[src/rtl/sram_pkg.sv]
// Board-level SRAM constants, controller state encoding and elaboration-time helpers
// shared by the SRAM initiator.
package sram_pkg;

  localparam int unsigned SRAM_ADDR_WIDTH = 19;
  localparam int unsigned SRAM_DATA_WIDTH = 8;

  typedef enum logic [2:0] {
    StIdle,
    StRd,
    StTa,
    StWrSetup,
    StWrPulse,
    StWrHold
  } state_e;

  // Ceiling log2; clog2(1) = 0.
  function automatic int unsigned clog2(input int unsigned v);
    int unsigned r;
    r = 0;
    for (int i = 0; i < 32; i++) begin
      if ((32'd1 << i) < v) r = i + 1;
    end
    return r;
  endfunction

  function automatic int unsigned max3(input int unsigned a, input int unsigned b,
                                       input int unsigned c);
    int unsigned m;
    m = (a > b) ? a : b;
    return (m > c) ? m : c;
  endfunction

endpackage

[src/rtl/sram_initiator.sv]
// Master-side controller for an asynchronous single-port SRAM: one read or write at a
// time, programmable oe/we pulse widths and post-read bus turnaround.
module sram_initiator
  import sram_pkg::*;
#(
  parameter int unsigned DATA_WIDTH = SRAM_DATA_WIDTH,
  parameter int unsigned ADDR_WIDTH = SRAM_ADDR_WIDTH,
  parameter int unsigned RD_WAIT    = 2,
  parameter int unsigned WR_WAIT    = 2,
  parameter int unsigned TURN       = 1
) (
  input  logic                  clk,
  input  logic                  reset,
  input  logic                  req,
  input  logic                  wr,
  input  logic [ADDR_WIDTH-1:0] addr,
  input  logic [DATA_WIDTH-1:0] wdata,
  output logic                  ready,
  output logic                  rvalid,
  output logic [DATA_WIDTH-1:0] rdata,
  output logic [ADDR_WIDTH-1:0] sram_addr,
  output logic                  sram_we,
  output logic                  sram_oe,
  output logic [DATA_WIDTH-1:0] sram_dout,
  output logic                  sram_dout_en,
  input  logic [DATA_WIDTH-1:0] sram_din
);

  localparam int unsigned CntW = clog2(max3(RD_WAIT, WR_WAIT, TURN) + 1);

  state_e                state_q, state_d;
  logic [CntW-1:0]       cnt_q, cnt_d;
  logic                  rvalid_q, rvalid_d;
  logic [DATA_WIDTH-1:0] rdata_q, rdata_d;
  logic [ADDR_WIDTH-1:0] sram_addr_q, sram_addr_d;
  logic                  sram_we_q, sram_we_d;
  logic                  sram_oe_q, sram_oe_d;
  logic [DATA_WIDTH-1:0] sram_dout_q, sram_dout_d;
  logic                  sram_dout_en_q, sram_dout_en_d;

  always_comb begin
    state_d        = state_q;
    cnt_d          = cnt_q;
    rvalid_d       = 1'b0;
    rdata_d        = rdata_q;
    sram_addr_d    = sram_addr_q;
    sram_we_d      = sram_we_q;
    sram_oe_d      = sram_oe_q;
    sram_dout_d    = sram_dout_q;
    sram_dout_en_d = sram_dout_en_q;

    unique case (state_q)
      StIdle: begin
        if (req) begin
          sram_addr_d = addr;
          if (wr) begin
            sram_dout_d    = wdata;
            sram_dout_en_d = 1'b1;
            state_d        = StWrSetup;
          end else begin
            sram_oe_d = 1'b1;
            cnt_d     = CntW'(RD_WAIT - 1);
            state_d   = StRd;
          end
        end
      end
      StRd: begin
        if (cnt_q == '0) begin
          // Capture on the edge that ends the last oe cycle.
          rdata_d   = sram_din;
          rvalid_d  = 1'b1;
          sram_oe_d = 1'b0;
          if (TURN > 0) begin
            cnt_d   = CntW'(TURN - 1);
            state_d = StTa;
          end else begin
            state_d = StIdle;
          end
        end else begin
          cnt_d = cnt_q - CntW'(1);
        end
      end
      StTa: begin
        if (cnt_q == '0) state_d = StIdle;
        else cnt_d = cnt_q - CntW'(1);
      end
      StWrSetup: begin
        sram_we_d = 1'b1;
        cnt_d     = CntW'(WR_WAIT - 1);
        state_d   = StWrPulse;
      end
      StWrPulse: begin
        if (cnt_q == '0) begin
          sram_we_d = 1'b0;
          state_d   = StWrHold;
        end else begin
          cnt_d = cnt_q - CntW'(1);
        end
      end
      StWrHold: begin
        sram_dout_en_d = 1'b0;
        state_d        = StIdle;
      end
      default: state_d = StIdle;
    endcase
  end

  always_ff @(posedge clk or posedge reset) begin
    if (reset) begin
      state_q        <= StIdle;
      cnt_q          <= '0;
      rvalid_q       <= 1'b0;
      rdata_q        <= '0;
      sram_addr_q    <= '0;
      sram_we_q      <= 1'b0;
      sram_oe_q      <= 1'b0;
      sram_dout_q    <= '0;
      sram_dout_en_q <= 1'b0;
    end else begin
      state_q        <= state_d;
      cnt_q          <= cnt_d;
      rvalid_q       <= rvalid_d;
      rdata_q        <= rdata_d;
      sram_addr_q    <= sram_addr_d;
      sram_we_q      <= sram_we_d;
      sram_oe_q      <= sram_oe_d;
      sram_dout_q    <= sram_dout_d;
      sram_dout_en_q <= sram_dout_en_d;
    end
  end

  assign ready        = (state_q == StIdle);
  assign rvalid       = rvalid_q;
  assign rdata        = rdata_q;
  assign sram_addr    = sram_addr_q;
  assign sram_we      = sram_we_q;
  assign sram_oe      = sram_oe_q;
  assign sram_dout    = sram_dout_q;
  assign sram_dout_en = sram_dout_en_q;

endmodule
[config.mk]
export PLATFORM = sky130hd
export DESIGN_NAME = sram_initiator
export DESIGN_NICKNAME = d
export VERILOG_FILES = /design/src/rtl/sram_pkg.sv /design/src/rtl/sram_initiator.sv
export SDC_FILE = /design/constraint.sdc
export NUM_CORES = 1
export LEC_CHECK = 0
export CORE_MARGIN = 2
export CORE_UTILIZATION = 55
export CTS_CLUSTER_DIAMETER = 30
export CTS_CLUSTER_SIZE = 14
export DETAILED_ROUTE_END_ITERATION = 8
export DONT_BUFFER_PORTS = 1
export GPL_TIMING_DRIVEN = 0
export PLACE_DENSITY = 0.7
export SYNTH_ARGS = -nofsm -noshare
export SYNTH_HDL_FRONTEND = slang
export SYNTH_SLANG_ARGS = --single-unit
[constraint.sdc]
create_clock -name clk -period 1.9 [get_ports clk]
set_input_delay 0.19 -clock clk [delete_from_list [all_inputs] [get_ports clk]]
set_output_delay 0.19 -clock clk [all_outputs]
set_load 0.05 [all_outputs]
Word-level counts from Yosys, hierarchy flattened
Index checks and enable logic that the tools add are counted.
{ "word_totals": {"ff_bits": 44, "inputBits": 39, "output_inout_bits": 40, "elab_cells": 58} }
{ "classes": {"add_sub_neg": 1, "eq_ne": 12, "n_mux": 21, "reduce_logical": 15} }
{ "op_table": {"columns": ["operator", "n"], "rows": [
  ["3-bit case mux with 5 select lines", 1],
  ["2-bit inequality test, second input constant", 7],
  ["3-bit 2-to-1 mux", 4],
  ["4-bit AND reduction", 3],
  ["2-bit 2-to-1 mux", 5],
  ["2-bit case mux with 4 select lines", 1],
  ["1-bit 2-to-1 mux", 7],
  ["3-bit by 2-bit equality test with 1-bit output, second input constant", 2],
  ["3-bit equality test, second input constant", 2],
  ["1-bit case mux with 2 select lines", 3],
  ["2-bit AND reduction", 3],
  ["3-bit AND reduction", 2],
  ["2-bit nonzero test", 3],
  ["4-bit nonzero test", 1],
  ["3-bit by 1-bit equality test with 1-bit output, second input constant", 1],
  ["3-bit logical NOT", 1],
  ["2-bit logical NOT", 1],
  ["2-bit OR reduction", 1],
  ["2-bit by 1-bit subtractor with 2-bit output, second input constant", 1]
]} }

Logic depth before layout (Yosys ltp)
{ "depth": {"word_depth": 4, "ltp_mapped": 6, "depth_no_buf": 6} }

Least setup slack after synthesis
OpenSTA, ideal clock, no wires.
{ "synth_path": {"kind": "register to register", "startpoint": "register state_q[2]", "endpoint": "register sram_addr_q[10] (netlist: sram_addr[10])", "setup_ns": 0.125, "arrival_time_ns": 1.945, "required_time_ns": 1.775, "path_slack_ns": -0.170, "stages_incl_launch_ff": 6, "n_path_buf": 2, "period_less_slack_ns": 2.070, "cell_sequence": "dfrtp_1 > buf_6 > nor3_2 > and2_4 > buf_12 > mux2_4"} }
{ "synth_between": {"elab_chain_len": 2} }
{ "synth_lines": {"columns": ["item", "line", "rtl"], "rows": [
  ["start: declaration", "sram_initiator.sv:31", "state_e state_q, state_d;"],
  ["start signal: assignment", "sram_initiator.sv:110", "state_q <= StIdle;"],
  ["start signal: assignment", "sram_initiator.sv:120", "state_q <= state_d;"],
  ["3-bit logical NOT", null, null],
  ["named net ready", "sram_initiator.sv:18", "output logic ready,"],
  ["2-bit AND reduction (no line)", null, null],
  ["end signal: assignment", "sram_initiator.sv:124", "sram_addr_q <= sram_addr_d;"],
  ["end: declaration", "sram_initiator.sv:35", "logic [ADDR_WIDTH-1:0] sram_addr_q, sram_addr_d;"]
]} }
The timed path passes the listed nets, and every way through them passes these cells.
A chain may end at the register's enable or synchronous reset.

Worst setup path after layout
{ "layout_path": {"startpoint": "register state_q[1]", "endpoint": "register sram_addr_q[14] (netlist: sram_addr[14])"} }
Same word-level chain as after synthesis.

==> metrics.csv <==
metric,value,unit
Clock Skews,0.00866,ns
Initial Utilization,0.584,
Setup TNS,0,ns
worst reg2reg path startpoint,state_q[1],
cell count of the worst hold path,2,
Post-DRT Antenna Nets,0,
register area,0.00110,mm²
vias in the first global route,1268,
gp weighted congestion,0.689,
Syn Nets,175,
largest fanout on the critical path,10,
slew margin rel.,0.424,
unrepaired setup endpoints after global routing,yes,
Final Hold Vio Count,0,
pre-CTS setup slack,0.00773,ns
Tmin final,1.85,ns
worst setup path start,state_q[1],
"commonest non-fill, non-tap cell in the layout",dfrtp_1,
Die H,64.0,µm
warnings from Yosys,0,
fin crit share,0.973,
Ports,79,
Pins Over Slew Limit,0,
f_max,0.541,GHz
TritonCTS Buffers,5,
First-pass DRT Iterations,5,
fin nets,224,
Mapped Cells,133,
Final WS setup,0.0511,ns
Clock Tree Buf Depth,2,
RR Endpoint,sram_addr[14],
routed via count,1217,
r2r setup slk,0.05,ns
clk_lat worst skew,0.35,ns
clk sinks,44,
Seq cells post-synth,44,
Site Rows,21,
status,"finished, final reports clean",
core area,0.00339,mm²
# placed instances,179,
die area,0.00410,mm²
Critical Path End,sram_addr[14],
Synth-to-Final Area Change,27.7,%
port bufs,0,
vias per inst,5.31,
Least-Margin Pin Slew,0.863,ns
Root Driver,clkbuf_4,
Worst EP required,2.15,ns
total track usage,0.204,
filler instances,214,
gr ovfl total,0,
most frequent cells in the layout,"dfrtp_1, dlygate4sd3_1, mux2_4, a21oi_1, mux2_1",
first-pass GRT wire length,6330,µm
Final setup viols,0,
diode count,0,
Detailed Route Iter0 Violations,49,
layout cells sized above 1,0.317,
routed wire length,3850,µm
placed wire-length estimate,2530,µm
Syn Area/Cell,14.9,µm²
largest net degree at the start of global routing,45,
Reg2Reg Depth,4,
CP Capture Type,flop,
critical path data arrival time,2.10,ns
CTS tree,yes,
die span in x,64.0,µm
Max Cap Viol,0,
Worst Setup Path Type,flop to flop,
"CTS clk-pin slew, worst paths",0.12,ns
antenna violations before repair,0,
area of the multi-input gates,788,µm²
mapped cell area,0.00198,mm²
fin cells,229,
Yosys cell types,28,
"Seq/Total Area, Yosys",0.556,
H-tree Lvls,2,
DR WL/cell,16.8,µm
DRC,0,
CP startpoint kind,flop,
worst hold path class,primary input to flop,
[flip-flops by register name, indices dropped and copies added (netlist names)]
register      count
state_q           3
sram_dout_en      1
sram_oe           1
rvalid            1
cnt_q             2
sram_dout         8
sram_we           1
sram_addr        19
rdata             8
[critical path: stages, from the launching register on]
cell and delay (ns):
dfrtp_2 0.47, nor3_4 0.55, and2_4 0.28, buf_12 0.15, mux2_4 0.31
[worst min path at each step]
stage	startpoint	end	slack, ns
CTS	req	state_q[0]	0.02
floorplan	sram_din[0]	rdata[0]	0.32
finish	req	state_q[0]	0.03
detailed placement	reset	sram_addr[4]	0.30
global placement	sram_din[2]	rdata[2]	0.32
global route	wr	sram_oe	0.03
[routing by layer]
| layer | track usage | wire, µm | vias up |
|---|---|---|---|
| li1 | - | - | 560 |
| met1 | 0.248 | 1490 | 584 |
| met2 | 0.335 | 1950 | 67 |
| met3 | 0.0845 | 371 | 6 |
| met4 | 0.0571 | 48 | 0 |
| met5 | 0 | 0 | - |
[cell families (layout without fill, tap and decap cells)]
logic type	after synthesis	after routing	synth area share
adder cells (fa/ha/maj)	3	3	0.0190
flip-flops	44	44	0.556
AND/OR/NAND/NOR	18	18	0.0562
AO/OA/AOI/OAI	17	17	0.0493
buffers and inverters	14	64	0.0581
multiplexers	37	37	0.262
[final cells by class]
type	count	share of cell area
Timing Repair Buffer	42	0.159
Multi-Input combinational cell	75	0.312
Sequential cell	44	0.436
Clock inverter	1	0.00297
Buffer	8	0.0366
Tap cell	46	0.0227
Clock buffer	7	0.0218
Inverter	6	0.00890
[through the flow]
step / cell area, µm² / util / hold slack (ns)
after CTS: 2470 / 0.728 / 0.0199
after detailed placement: 2040 / 0.603 / 0.302
after global placement: 2040 / 0.603 / 0.325
after floorplan: 1990 / - / 0.325
final: 2530 / 0.746 / 0.0307
after global routing: 2530 / 0.746 / 0.0339
[repair_timing]
action                                  4_1_cts  5_1_grt
hold buffers                                 36        0
resized for setup                             0        6
pin swaps                                     1        0
cloned                                        0        1
buffers inserted                              0        5
endpoints found under the hold margin        79        0
endpoints found under the setup margin        3       32
[synthesized netlist by cell type (all sizes together)]
cell,n,share of area
a31oi,3,0.0095
a221o,1,0.0051
nor3b,2,0.0076
mux2,37,0.26
and3,1,0.0057
or3b,1,0.0044
nor2,4,0.0076
nand2,5,0.0095
clkbuf,1,0.0019
nor3,1,0.0051
o21ai,2,0.0050
nand3b,2,0.0076
inv,6,0.011
and2,1,0.0044
buf,7,0.045
a21oi,9,0.023
o22ai,1,0.0032
ha,3,0.019
o31ai,1,0.0038
nor4b,1,0.0044
dfrtp,44,0.56
Power is not shown: default switching activity piles up to over one toggle a cycle in this logic, so the estimate is an artifact.
